===== src/rtl/vec_store_sequencer_pkg.sv =====
// Shared types and constants for the vector store sequencer.
// Lane count, widths, FSM state codes and small address helpers.
package vec_store_sequencer_pkg;

    localparam int NLANES = 5;
    localparam int DW     = 32;
    localparam int AW     = 32;
    localparam int STRIDE = 4;
    localparam int LW     = $clog2(NLANES + 1);

    localparam logic ST_IDLE  = 1'b0;
    localparam logic ST_BURST = 1'b1;

    localparam logic [AW-1:0] STRIDE_W = AW'(STRIDE);
    localparam logic [LW-1:0] NLANES_W = LW'(NLANES);

    typedef logic [NLANES-1:0][DW-1:0] lane_arr_t;

    function automatic logic [LW-1:0] clamp_len(input logic [LW-1:0] len);
        return (len > NLANES_W) ? NLANES_W : len;
    endfunction

    // Byte offset of a lane from the burst base; wraps modulo 2^AW.
    function automatic logic [AW-1:0] lane_off(input logic [LW-1:0] idx);
        return AW'(idx) * STRIDE_W;
    endfunction

endpackage


===== src/rtl/vec_store_sequencer_lane_mux.sv =====
// NLANES:1 select over the latched lane registers.
// Driven by the burst index; out-of-range selects yield zero.
module vec_store_sequencer_lane_mux
    import vec_store_sequencer_pkg::*;
(
    input  lane_arr_t       lanes,
    input  logic [LW-1:0]   sel,
    output logic [DW-1:0]   data
);

    always_comb begin
        data = '0;
        for (int i = 0; i < NLANES; i++) begin
            if (sel == LW'(i)) begin
                data = lanes[i];
            end
        end
    end

endmodule


===== src/rtl/vec_store_sequencer.sv =====
// Arbitrates the single dmem write port between scalar and vector stores.
// Vector lanes are latched in one cycle and written out one word per cycle.
module vec_store_sequencer
    import vec_store_sequencer_pkg::*;
(
    input  logic          clk,
    input  logic          reset,
    input  logic          core_we,
    input  logic [AW-1:0] core_addr,
    input  logic [DW-1:0] core_wd,
    input  logic          vec_req,
    input  logic [AW-1:0] vec_base,
    input  logic [LW-1:0] vec_len,
    input  logic [DW-1:0] vec_wd_0,
    input  logic [DW-1:0] vec_wd_1,
    input  logic [DW-1:0] vec_wd_2,
    input  logic [DW-1:0] vec_wd_3,
    input  logic [DW-1:0] vec_wd_4,
    output logic          mem_we,
    output logic [AW-1:0] mem_addr,
    output logic [DW-1:0] mem_wd,
    output logic          stall,
    output logic          vec_done,
    output logic          seq_err
);

    logic          state_q, state_d;
    logic [AW-1:0] base_q, base_d;
    logic [LW-1:0] len_q, len_d;
    logic [LW-1:0] idx_q, idx_d;
    lane_arr_t     data_q, data_d;
    logic          done_q, done_d;
    logic          err_q, err_d;

    lane_arr_t     lanes_in;
    logic [DW-1:0] lane_data;
    logic          we_c;

    assign lanes_in = {vec_wd_4, vec_wd_3, vec_wd_2, vec_wd_1, vec_wd_0};

    vec_store_sequencer_lane_mux u_lane_mux (
        .lanes (data_q),
        .sel   (idx_q),
        .data  (lane_data)
    );

    always_comb begin
        state_d = state_q;
        base_d  = base_q;
        len_d   = len_q;
        idx_d   = idx_q;
        data_d  = data_q;
        done_d  = 1'b0;
        err_d   = err_q;
        case (state_q)
            ST_IDLE: begin
                if (vec_req) begin
                    if (vec_len > NLANES_W) begin
                        err_d = 1'b1;
                    end
                    if (vec_len != '0) begin
                        base_d  = vec_base;
                        len_d   = clamp_len(vec_len);
                        idx_d   = '0;
                        data_d  = lanes_in;
                        state_d = ST_BURST;
                    end else begin
                        done_d = 1'b1;
                    end
                end
            end
            ST_BURST: begin
                idx_d = idx_q + LW'(1);
                // A second request cannot be queued; flag it and carry on.
                if (vec_req) begin
                    err_d = 1'b1;
                end
                if (idx_q == len_q - LW'(1)) begin
                    state_d = ST_IDLE;
                    done_d  = 1'b1;
                end
            end
            default: state_d = ST_IDLE;
        endcase
    end

    always_comb begin
        we_c     = core_we;
        mem_addr = core_addr;
        mem_wd   = core_wd;
        stall    = 1'b0;
        if (state_q == ST_BURST) begin
            we_c     = 1'b1;
            mem_addr = base_q + lane_off(idx_q);
            mem_wd   = lane_data;
            stall    = 1'b1;
        end
        mem_we = we_c & reset;
    end

    assign vec_done = done_q;
    assign seq_err  = err_q;

    always_ff @(posedge clk) begin
        if (!reset) begin
            state_q <= ST_IDLE;
            base_q  <= '0;
            len_q   <= '0;
            idx_q   <= '0;
            done_q  <= 1'b0;
            err_q   <= 1'b0;
        end else begin
            state_q <= state_d;
            base_q  <= base_d;
            len_q   <= len_d;
            idx_q   <= idx_d;
            done_q  <= done_d;
            err_q   <= err_d;
        end
    end

    // Lane payload needs no reset: it is only read while bursting.
    always_ff @(posedge clk) begin
        data_q <= data_d;
    end

endmodule


===== config.mk =====
export PLATFORM = sky130hd
export DESIGN_NAME = vec_store_sequencer
export DESIGN_NICKNAME = d
export VERILOG_FILES = /design/src/rtl/vec_store_sequencer_pkg.sv /design/src/rtl/vec_store_sequencer_lane_mux.sv /design/src/rtl/vec_store_sequencer.sv
export SDC_FILE = /design/constraint.sdc
export NUM_CORES = 1
export LEC_CHECK = 0
export BUFFER_PORTS_ARGS = -buffer_cell sky130_fd_sc_hd__buf_4
export CAP_MARGIN = 15
export CORE_MARGIN = 5
export CORE_UTILIZATION = 40
export CTS_CLUSTER_SIZE = 25
export DETAILED_ROUTE_END_ITERATION = 8
export PLACE_DENSITY = 0.72
export SETUP_SLACK_MARGIN = 0.05
export SYNTH_ARGS = -nofsm -noshare
export SYNTH_HDL_FRONTEND = slang
export SYNTH_SLANG_ARGS = --single-unit

===== constraint.sdc =====
create_clock -name clk -period 17.23 [get_ports clk]
set_clock_uncertainty 0.2 [all_clocks]
set_input_delay 0.8615 -clock clk [delete_from_list [all_inputs] [get_ports clk]]
set_output_delay 0.8615 -clock clk [all_outputs]
set_load 0.005 [all_outputs]

Word level (Yosys, flattened, before mapping)
Index checks and enable logic that the tools add are counted.
{ "word_totals": {"reg_bits": 201, "inputBits": 263, "out_inout_bits": 68, "word_cells": 56} }
{ "classes": {"addsub": 3, "magnitude_cmp": 1, "eq_ne": 9, "muxes": 25, "bitwise_logic": 2, "reduce_logical": 5} }
{ "ops": {"columns": ["cell", "n"], "rows": [
  ["2-to-1 mux 32 bit", 7],
  ["adder 32 x 5 -> 32 bit", 1],
  ["2-to-1 mux 1 bit", 11],
  ["2-to-1 mux 3 bit", 3],
  ["!= test 2 bit (second input constant)", 4],
  ["== test 3 x 2 -> 1 bit (second input constant)", 2],
  ["case mux 1 bit (2 select lines)", 3],
  ["case mux 3 bit (2 select lines)", 1],
  ["AND reduction 3 bit", 2],
  ["adder 3 x 1 -> 3 bit (second input constant)", 1],
  ["== test 3 x 1 -> 1 bit (second input constant)", 1],
  ["== test 3 bit", 1],
  ["== test 3 bit (second input constant)", 1],
  ["greater-than comparator 3 bit (second input constant)", 1],
  ["logical NOT 3 bit", 1],
  ["nonzero test 3 bit", 1],
  ["subtractor 3 x 1 -> 3 bit (second input constant)", 1],
  ["AND reduction 2 bit", 1],
  ["bitwise AND 1 bit", 1],
  ["NOT 1 bit", 1]
]} }

Longest topological paths before layout
{ "logic_depth": {"depth_word": 7, "depth_mapped": 9, "ltp_nobuf": 7} }

Modules after synthesis
From an unflattened synthesis, not the netlist that was laid out.
{ "hier_totals": {"cells_unflattened": 741, "area_unflattened_um2": 9103.7} }
{ "by_module_without_submodules": {"columns": ["mod", "instances", "cells_per_inst", "area_per_inst_um2", "seq_area_each_um2"], "rows": [
  ["vec_store_sequencer", 1, 552, 7826.3, 5625.4],
  ["vec_store_sequencer_lane_mux", 1, 189, 1277.5, 0.0]
]} }

Worst setup path before layout
No wires, ideal clock.
{ "synth_path": {"path_kind": "input-to-reg", "startpoint": "input port vec_req", "endpoint": "register data_q[0] (netlist bit) (enable)", "setup_time_ps": 588, "t_arrival_ps": 5888, "required_time_ps": 16442, "path_slack_ps": 10554, "path_stages": 4, "n_path_buf": 1, "path_cell_list": "nor2b_1 nand2_1 inv_2 clkbuf_1"} }
{ "synth_between": {"elab_chain_cells": 1} }
{ "synth_lines": {"columns": ["item", "line", "text"], "rows": [
  ["start, declared", "vec_store_sequencer.sv:11", "input logic vec_req,"],
  ["AND reduction 3 bit (no line)", null, null],
  ["end signal, assigned", "vec_store_sequencer.sv:124", "data_q <= data_d;"],
  ["end, declared", "vec_store_sequencer.sv:31", "lane_arr_t data_q, data_d;"]
]} }
No other way between the ends.
A chain may end at the register's enable or synchronous reset.

Worst setup path in the final report
{ "layout_path": {"startpoint": "register idx_q[2]", "endpoint": "output port mem_wd[31]"} }
{ "layout_between": {"elab_chain_cells": 7, "word_cells_on_any_way": 11, "classes_between": "4 x eq/ne; 6 x mux; 1 x reduce/logical"} }
{ "layout_lines": {"columns": ["item", "line", "text"], "rows": [
  ["start, declared", "vec_store_sequencer.sv:30", "logic [LW-1:0] idx_q, idx_d;"],
  ["start signal, assigned", "vec_store_sequencer.sv:116", "idx_q <= idx_d;"],
  ["logical NOT 3 bit", "vec_store_sequencer_lane_mux.sv:14", "if (sel == LW'(i)) begin"],
  ["2-to-1 mux 32 bit (4 in a row)", "vec_store_sequencer_lane_mux.sv:14", null],
  ["2-to-1 mux 32 bit *", "vec_store_sequencer_lane_mux.sv:14", null],
  ["2-to-1 mux 32 bit *", "vec_store_sequencer.sv:92", "if (state_q == ST_BURST) begin"],
  ["end, declared", "vec_store_sequencer.sv:21", "output logic [DW-1:0] mem_wd,"]
]} }
Every way passes the cells marked *; elsewhere a longest branch is shown, timed or not.

==> impl_metrics.toml <==
[status]
outcome = "finished clean"

[setup_path]
arrival_ns = 3.33
cp_max_fo = 33
cpPeakStageDelay_ns = 0.95
critical_path_class = "flop to output port"
slowest_stage = "nor2_4"
worst_ep_required_time_ns = 16.17
crit_chain = "inv_1 -> ha_2 -> nor2_4 -> a22oi_1 -> a21oi_1 -> buf_4"
critPathCaptureType = "output port"
critPathLaunchType = "flop"

[placed_design]
port-buffer-count = 330
place_congestion = 0.7872
dp_slack_ns = 13.32
place_inst = 1335
placed_area_um2 = 11640
hpwlAfterDp_um = 18310

[logic_synthesis]
synth_cell_type_count = 42
synth-seq-cells = 201
syn_nets = 1045
synth_area_um2 = 8936
ys_seq_area_share_pct = 62.95
postSynthAreaPerCell_um2 = 11.58
syn-instance-count = 772
ys.warnings.count = 0

[routing]
final_antenna_net_count = 0
vias = 7173
routed_via_density = 5.217
drt_wl_total_um = 26040
wl_per_cell_um = 18.94
drc = 0
drt_iter0_drc = 386
drt_first_pass_iters = 4

[timing]
timing.hold.ws_ns = 0.2610
tns_ns = 0
setup_viol = 0
hold_viol_final = 0
final.setup.worst_slack_ns = 12.84
timing.final.max_slew_violations = 0
slew_headroom_pct = 21.09
grt_setup_unrepaired = "no"
min_period_over_period_pct = 25.49
min_period_ns = 4.392
clock.fmax_mhz = 227.7
worstMarginPinSlew_ns = 1.181

[finish]
post-route-cell-area_um2 = 12350
areaGrowthSynthToFinish_pct = 38.20
nFillCells = 1904
final_cell_mix = "buf_4 (336), edfxtp_1 (160), nand2_1 (109)"
seq_area_um2 = 5629
diodes = 0
stdcell_count = 1375
layout-drive-gt1-share_pct = 35.25
multi_input_area_um2 = 3105
nNetsFinal = 1353
post-route-util_pct = 56.41
final_common_cell = "buf_4"

[pwr]
power_switching_uw = 274.6
combPwrFrac_pct = 13.8
leakage_nw = 4.886
p_clk_share_pct = 38.2
peakVddDrop_v = 0.00009621
power_density_nw_per_um2 = 97.15
seq_power_share_pct = 48.0
internal-power_uw = 925.1
power_mw = 1.200
swShare_pct = 22.89

[clock_network]
cts_tree = "done"
clockBufferDepth = 3
clk_pin_slew_worst_paths_ns = 0.06
cts-root-buf = "clkbuf_16"
cts_buffers = 23
cts_hold_buf = 0
cts_resized = 0
cts_sinks = 201
clk_latency_ns = 0.49
post_cts_buffers = 0
htree_levels = 1

[global_route]
grt_first_pass_wirelength_um = 40390
grt_pass1_vias = 7382
grt.overflow.total = 0
antenna_found_initial = 0
grt_start_max_net_pins = 110
grtUsageTotal_pct = 19.56

[floorplanning]
die_w_um = 159.5
start_util_pct = 40.82
pin_count = 331
die_area_um2 = 25430
rows = 54
fp.dieH_um = 159.5
coreArea_um2 = 21890

[min_path]
hold_class = "flop to flop"

[flow_run]
maxCapViolations = 0
## synth_stat cells, drive strengths merged
master,count,area share [%]
a22oi,34,2.9
a21oi,95,5.3
fa,1,0.22
ha,9,1.3
o21a,1,0.084
and4,4,0.39
o22ai,32,2.2
edfxtp,160,54
nor2,34,1.4
nor3,8,0.45
or3,1,0.070
a21boi,35,2.9
mux2i,1,0.11
nor4,5,0.73
nor3b,2,0.22
and3b,33,3.2
nand3b,1,0.084
xor2,8,0.78
and3,2,0.14
nand3,8,0.45
clkbuf,48,2.0
xnor2,24,2.4
o21ai,35,2.0
a21o,3,0.25
dfxtp,41,9.2
nand2b,1,0.070
and2,1,0.070
nor2b,7,0.49
or4,1,0.13
mux2,6,0.76
nand4,8,0.63
nand2,109,4.6
nor4b,1,0.098
buf,5,0.29
inv,8,0.34
## kinds of logic after synthesis
group                    synth area share (%)
XOR/XNOR                                3.136
AND/OR/NAND/NOR                         13.26
AO/OA/AOI/OAI                           15.65
flip-flops                              62.95
adder cells (fa/ha/maj)                 1.484
buffers and inverters                   2.646
multiplexers                           0.8681
## sequential cells by signal, indices dropped and copies added (netlist names)
| name | cells |
|---|---|
| base_q | 32 |
| data_q | 160 |
| idx_q | 3 |
| len_q | 3 |
| seq_err | 1 |
| state_q | 1 |
| vec_done | 1 |
## power groups by stage
stage / clock network (mW) / registers (mW) / logic, mW
floorplan: 0 / 0.581 / 0.0782
global placement: 0 / 0.585 / 0.165
detailed placement: 0 / 0.586 / 0.168
CTS: 0.472 / 0.576 / 0.169
global route: 0.489 / 0.579 / 0.183
finish: 0.458 / 0.576 / 0.166
## worst max-delay path, delay by kind of cell, from the launching register on
kind,cells,cell delay [ns]
and+or+nand+nor,1,0.95
AOI/OAI and AO/OA,2,0.59
DFF,1,0.52
adders and majority gates,1,0.51
buffers and inverters,2,0.26
## per-layer routing
metal | share of wire (%) | track usage, % | up-vias
li1 | - | - | 3477
met1 | 38 | 22.88 | 3430
met2 | 52 | 35.08 | 224
met3 | 6.6 | 5.514 | 42
met4 | 2.7 | 5.428 | 0
met5 | 0 | 0 | -
## layout make-up
class / instances / area share (%)
well taps: 280 / 2.837
clock inverters: 12 / 0.9119
clock buffers: 28 / 4.813
inverters: 8 / 0.2837
multi-input cells: 510 / 25.15
flip-flops and latches: 201 / 45.58
repair buffers: 336 / 20.43
## worst paths after layout
kind	slack, ns	depth (start not counted)	from	end
hold reg to reg	0.26	2	base_q[4]$_SDFFE_PN0P_	base_q[4]$_SDFFE_PN0P_
setup reg to reg	13.52	5	state_q$_SDFF_PN0_	data_q[141]$_DFFE_PP_
setup / recovery	12.84	6	idx_q[2]$_SDFFE_PN0P_	mem_wd[31]
hold / removal	0.26	2	base_q[4]$_SDFFE_PN0P_	base_q[4]$_SDFFE_PN0P_
Power figures use the tool's default switching activity.
